$ cat src/rtl/disk_arbiter.sv
// Round-robin arbiter sharing one sdhd disk emulator between RF11 (ch0) and RK11 (ch1).
// Optional operation watchdog enabled with `define DISK_ARB_TIMEOUT_EN.
module disk_arbiter #(
  parameter int unsigned SYS_FRQ    = 27_000_000,
  parameter int unsigned TIMEOUT_MS = 2000
) (
  input  logic        i_clk,
  input  logic        i_reset_n,
  input  logic [1:0]  i_req,
  input  logic [1:0]  i_cmd0,
  input  logic [1:0]  i_cmd1,
  input  logic [23:0] i_blk0,
  input  logic [23:0] i_blk1,
  input  logic [15:0] i_dma0,
  input  logic [15:0] i_dma1,
  input  logic [15:0] i_wc0,
  input  logic [15:0] i_wc1,
  output logic [1:0]  o_done,
  output logic [1:0]  o_err,
  output logic        o_busy,
  output logic        o_owner,
  output logic        o_disk_read,
  output logic        o_disk_write,
  output logic        o_disk_seek,
  output logic [23:0] o_disk_block_address,
  output logic [15:0] o_dma_start_address,
  output logic [15:0] o_dma_wordcount,
  input  logic        i_disk_ready,
  input  logic [3:0]  i_sd_error
);

  localparam int unsigned BLK_W = 24;
  localparam int unsigned ADR_W = 16;
  localparam logic [1:0] CMD_RD = 2'b01;
  localparam logic [1:0] CMD_WR = 2'b10;
  localparam logic [1:0] CMD_SK = 2'b11;

  typedef enum logic [1:0] {S_IDLE, S_ISSUE, S_BUSY, S_DONE} state_t;

  state_t             r_state, w_state_n;
  logic               r_rr, w_rr_n;
  logic               r_fault, w_fault_n;
  logic               r_owner, w_owner_n;
  logic               r_busy, w_busy_n;
  logic [1:0]         r_cmd, w_cmd_n;
  logic [BLK_W-1:0]   r_blk, w_blk_n;
  logic [ADR_W-1:0]   r_dma, w_dma_n;
  logic [ADR_W-1:0]   r_wc, w_wc_n;
  logic [1:0]         r_done, w_done_n;
  logic [1:0]         r_err, w_err_n;
  logic               r_rd, w_rd_n;
  logic               r_wr, w_wr_n;
  logic               r_sk, w_sk_n;
  logic               w_grant;
  logic               w_fin;
  logic               w_fin_err;
  logic               w_drive;
  logic [1:0]         w_lvl_cmd;

`ifdef DISK_ARB_TIMEOUT_EN
  localparam int unsigned TMO_LIMIT = SYS_FRQ / 1000 * TIMEOUT_MS;
  logic [31:0] r_tmo, w_tmo_n;

  always_ff @(posedge i_clk or negedge i_reset_n) begin
    if (!i_reset_n) r_tmo <= '0;
    else            r_tmo <= w_tmo_n;
  end
`else
  logic [31:0] w_unused_cfg;
  assign w_unused_cfg = 32'(SYS_FRQ) ^ 32'(TIMEOUT_MS);
`endif

  // State and registered outputs
  always_ff @(posedge i_clk or negedge i_reset_n) begin
    if (!i_reset_n) begin
      r_state <= S_IDLE;
      r_rr    <= 1'b0;
      r_fault <= 1'b0;
      r_owner <= 1'b0;
      r_busy  <= 1'b0;
      r_cmd   <= '0;
      r_blk   <= '0;
      r_dma   <= '0;
      r_wc    <= '0;
      r_done  <= '0;
      r_err   <= '0;
      r_rd    <= 1'b0;
      r_wr    <= 1'b0;
      r_sk    <= 1'b0;
    end else begin
      r_state <= w_state_n;
      r_rr    <= w_rr_n;
      r_fault <= w_fault_n;
      r_owner <= w_owner_n;
      r_busy  <= w_busy_n;
      r_cmd   <= w_cmd_n;
      r_blk   <= w_blk_n;
      r_dma   <= w_dma_n;
      r_wc    <= w_wc_n;
      r_done  <= w_done_n;
      r_err   <= w_err_n;
      r_rd    <= w_rd_n;
      r_wr    <= w_wr_n;
      r_sk    <= w_sk_n;
    end
  end

  // Next-state and next-output logic
  always_comb begin
    w_state_n = r_state;
    w_rr_n    = r_rr;
    w_fault_n = r_fault;
    w_owner_n = r_owner;
    w_busy_n  = r_busy;
    w_cmd_n   = r_cmd;
    w_blk_n   = r_blk;
    w_dma_n   = r_dma;
    w_wc_n    = r_wc;
    w_done_n  = '0;
    w_err_n   = '0;
    w_fin     = 1'b0;
    w_fin_err = 1'b0;
    w_drive   = 1'b0;
    w_lvl_cmd = r_cmd;
    w_grant   = i_req[r_rr] ? r_rr : ~r_rr;
`ifdef DISK_ARB_TIMEOUT_EN
    w_tmo_n   = r_tmo;
`endif

    case (r_state)
      S_IDLE: begin
        // A dead emulator never raises ready, so fault mode grants regardless
        if ((|i_req) && (i_disk_ready || r_fault)) begin
          w_owner_n = w_grant;
          w_busy_n  = 1'b1;
          w_cmd_n   = w_grant ? i_cmd1 : i_cmd0;
          w_blk_n   = w_grant ? i_blk1 : i_blk0;
          w_dma_n   = w_grant ? i_dma1 : i_dma0;
          w_wc_n    = w_grant ? i_wc1  : i_wc0;
`ifdef DISK_ARB_TIMEOUT_EN
          w_tmo_n   = '0;
`endif
          if (r_fault || (w_cmd_n == 2'b00)) begin
            w_fin     = 1'b1;
            w_fin_err = 1'b1;
          end else begin
            w_state_n = S_ISSUE;
            w_drive   = 1'b1;
            w_lvl_cmd = w_cmd_n;
          end
        end
      end
      S_ISSUE: begin
        if (!i_disk_ready) w_state_n = S_BUSY;
        else               w_drive   = 1'b1;
      end
      S_BUSY: begin
        if (i_disk_ready) begin
          w_fin = 1'b1;
        end else if (i_sd_error != 4'd0) begin
          w_fin     = 1'b1;
          w_fin_err = 1'b1;
          w_fault_n = 1'b1;
        end
      end
      S_DONE: begin
        w_rr_n    = ~r_owner;
        w_busy_n  = 1'b0;
        w_state_n = S_IDLE;
      end
      default: w_state_n = S_IDLE;
    endcase

`ifdef DISK_ARB_TIMEOUT_EN
    if ((r_state == S_ISSUE) || (r_state == S_BUSY)) begin
      if ((r_tmo + 32'd1) >= 32'(TMO_LIMIT)) begin
        w_drive   = 1'b0;
        w_fin     = 1'b1;
        w_fin_err = 1'b1;
        w_fault_n = 1'b1;
      end else begin
        w_tmo_n = r_tmo + 32'd1;
      end
    end
`endif

    if (w_fin) begin
      w_state_n            = S_DONE;
      w_done_n[w_owner_n]  = 1'b1;
      w_err_n[w_owner_n]   = w_fin_err;
    end

    w_rd_n = w_drive && (w_lvl_cmd == CMD_RD);
    w_wr_n = w_drive && (w_lvl_cmd == CMD_WR);
    w_sk_n = w_drive && (w_lvl_cmd == CMD_SK);
  end

  assign o_done               = r_done;
  assign o_err                = r_err;
  assign o_busy               = r_busy;
  assign o_owner              = r_owner;
  assign o_disk_read          = r_rd;
  assign o_disk_write         = r_wr;
  assign o_disk_seek          = r_sk;
  assign o_disk_block_address = r_blk;
  assign o_dma_start_address  = r_dma;
  assign o_dma_wordcount      = r_wc;

endmodule

$ cat config.mk
export PLATFORM = sky130hd
export DESIGN_NAME = disk_arbiter
export DESIGN_NICKNAME = d
export VERILOG_FILES = /design/src/rtl/disk_arbiter.sv
export SDC_FILE = /design/constraint.sdc
export NUM_CORES = 1
export LEC_CHECK = 0
export CORE_AREA = 2 2 108 110
export CTS_CLUSTER_SIZE = 12
export DETAILED_ROUTE_END_ITERATION = 16
export DIE_AREA = 0 0 110 112
export PLACE_DENSITY = 0.67
export SLEW_MARGIN = 20
export SYNTH_ARGS = -nofsm -noshare
export SYNTH_HDL_FRONTEND = slang
export SYNTH_SLANG_ARGS = --single-unit
$ cat constraint.sdc
create_clock -name i_clk -period 1.3 [get_ports i_clk]
set_input_delay 0.13 -clock i_clk [delete_from_list [all_inputs] [get_ports i_clk]]
set_output_delay 0.13 -clock i_clk [all_outputs]
set_load 0.005 [all_outputs]
==> qor.yml <==
finish:
  area_growth_pct: 95.8
  design_area_um2: 6370
  layout-drive-gt1-share_pct: 18.3
  n_antenna_cell: 0
  fin_nets: 728
synthesis:
  synth_ff_type: "dfrtp_1"
  synthesis.nets: 508
  yosys.cell_count.top_type: "nand2_1"
  ys_seq_area_share_pct: 54.7
  ys_seq_elements: 71
  synthesis.area_um2: 3250
  ys_types: 29
  yosysWarnings: 0
  async_reset_ff_share_pct: 100
  avgSynthCellArea_um2: 8.49
  synth_edf_count: 0
  yosysTopAreaCell: "dfrtp_1"
  synth_area_leaders: "dfrtp_1 (55%), nand2_1 (14%), a31oi_1 (11%)"
  synth_common_cells: "nand2_1 (118), dfrtp_1 (71), nor2_1 (61)"
  synthCells: 383
  synth.top_cell.area_share_pct: 54.7
floorplanning:
  initial_core_util_pct: 29.1
  rows: 39
  dieWidth_um: 110
  pin_count: 190
  die_y_um: 112
  core-area_um2: 11200
  die-area_um2: 12300
power:
  power_mw: 13.7
  leakage_nw: 2.75
  peakVddDrop_v: 0.000895
  p_per_area_nw_per_um2: 2140
route:
  wl_per_cell_um: 17.2
  via_per_inst: 4.90
  antenna_left: 0
  drtIter0Drc: 288
  drc: 0
  drt_pass1_iterations: 7
  wirelength_um: 12900
  vias: 3683
sta:
  hold_violations: 0
  tightest_slew_ns: 0.383
  rsz0062_at_grt: "true"
  setup_viol: 66
  clock.fmax_mhz: 692
  final.setup.worst_slack_ns: -0.145
  final.setup.tns_ns: -3.56
  slew_headroom_pct: 74.5
  skew_ns: 0.00599
  layout_min_cycle_time_ns: 1.44
  drv_slew: 0
  fin_crit_sh_pct: 111
setup_path:
  timing.rr.start: "r_state[1]"
  regToRegEndpoint: "o_disk_seek"
  reg2regPathDepth: 2
  critPathMaxStageDelay_ns: 0.61
  r2r_slack_ns: -0.14
  arrival_ns: 1.67
  start_kind: "flop"
  crit_chain: "or4_4 -> o32ai_4"
  crit_required_ns: 1.53
  path_class: "flop to flop"
  cpMaxStageDelayCell: "or4_4"
  path_max_fanout: 5
  end_kind: "flop"
clock_network:
  clockBufferDepth: 2
  clk_latency_ns: 0.33
  cts_tree: "built"
  clk_pin_slew_ns: 0.06
  root_buffer: "clkbuf_16"
  htree_levels: 3
  cts_buffers: 9
  clock_sinks: 71
hold_path:
  min_to: "o_disk_block_address[14]"
  hold_class: "primary input to flop"
  min_from: "i_blk0[14]"
  worstHoldPathCells: 3
grt:
  overflow: 0
  antenna_found_initial: 0
  grt_pass1_wl_um: 17500
  track_usage_pct: 18.3
  grt_max_degree: 72
  grt_pass1_vias: 3655
flow_run:
  cap_violations: 0
place:
  dp_hpwl_um: 7810
  dp_slack_ns: -0.337
  placed_area_um2: 5490
  gp_congestion: 0.837
  portBuffers: 189
outcome:
  violations: "negative setup slack"
  status: "finished with violations"
[power breakdown]
part / switching, mW / internal (mW) / total, mW
Sequential: 0.645 / 3.30 / 3.94
Combinational: 3.31 / 3.73 / 7.03
Clock: 0.891 / 1.78 / 2.67
Total: 4.84 / 8.81 / 13.7
[cell families after synthesis]
group	Yosys count	synth area share (%)
simple gates	197	24.5
compound gates	83	16.3
flops	71	54.7
buf+inv	32	4.54
[per-stage QoR]
stage               util (%)  hold slack [ns]  cells
finish                  57.0            0.358    751
global route            57.0            0.360    751
CTS                     52.7            0.350    738
detailed placement      49.1            0.196    716
global placement        49.1            0.193    716
floorplan                  -           -0.166    383
[what timing repair did]
action / in CTS / in global routing
gates cloned: 2 / 12
endpoints found under the setup margin: 128 / 72
setup buffers: 3 / 3
hold buffers: 1 / 0
hold endpoints to repair: 71 / 0
pin swaps: 1 / 32
resized for setup: 81 / 66
[flip-flops by register name, summed over array words and instances, names as in the netlist, 2 cells and up]
name and flops:
o_disk_block_address 24, o_dma_start_address 16, o_dma_wordcount 16, o_done 2, o_err 2, r_cmd 2
r_state 2
[routing by layer]
layer  up-vias  GRT usage, %  wire (um)
met5         -             0          0
met4         0          7.26        187
met3        14          4.57        987
met2       141          30.3       6200
met1      1779          22.5       5520
li1       1749             -          -
[cell usage in the layout (no fill, tap or decap), drive strengths merged, types with 2 or more instances in the layout]
cell type / n
nor2: 61
inv: 6
or3: 2
bufinv: 2
a211oi: 2
nor4: 2
clkbuf: 22
clkdlybuf4s50: 122
o211ai: 2
o21ai: 12
and2: 3
a21oi: 4
a31oi: 57
nand3: 3
dlygate4sd2: 62
dlymetal6s2s: 4
o22a: 2
buf: 37
nand2: 119
dfrtp: 71
[how the worst max path moves through the flow]
stage	from	end	slack (ns)	depth (start not counted)
after detailed placement	i_req[0]	r_cmd[1]	-0.34	6
after global routing	r_rr	o_disk_block_address[23]	-0.16	7
after CTS	r_fault	o_dma_wordcount[15]	-0.08	6
after global placement	i_req[0]	o_dma_start_address[0]	-0.31	7
after floorplan	r_state[0]	o_disk_write	-0.04	3
final	r_state[1]	o_disk_seek	-0.14	2
[critical path: cells and delay by family, from the launching register on]
| family | cells | cell delay (ns) |
|---|---|---|
| DFF | 1 | 0.44 |
| AOI/OAI and AO/OA | 1 | 0.30 |
| and+or+nand+nor | 1 | 0.61 |
[final cells by class]
type                            count  area, um^2
Multi-Input combinational cell    280        1550
Timing Repair Buffer              235        2510
Fill cell                         988        4810
Clock inverter                      3        65.1
Inverter                            6        22.5
Clock buffer                       13         260
Sequential cell                    71        1780
Tap cell                          143         179
(Power assumes the default switching activity.)
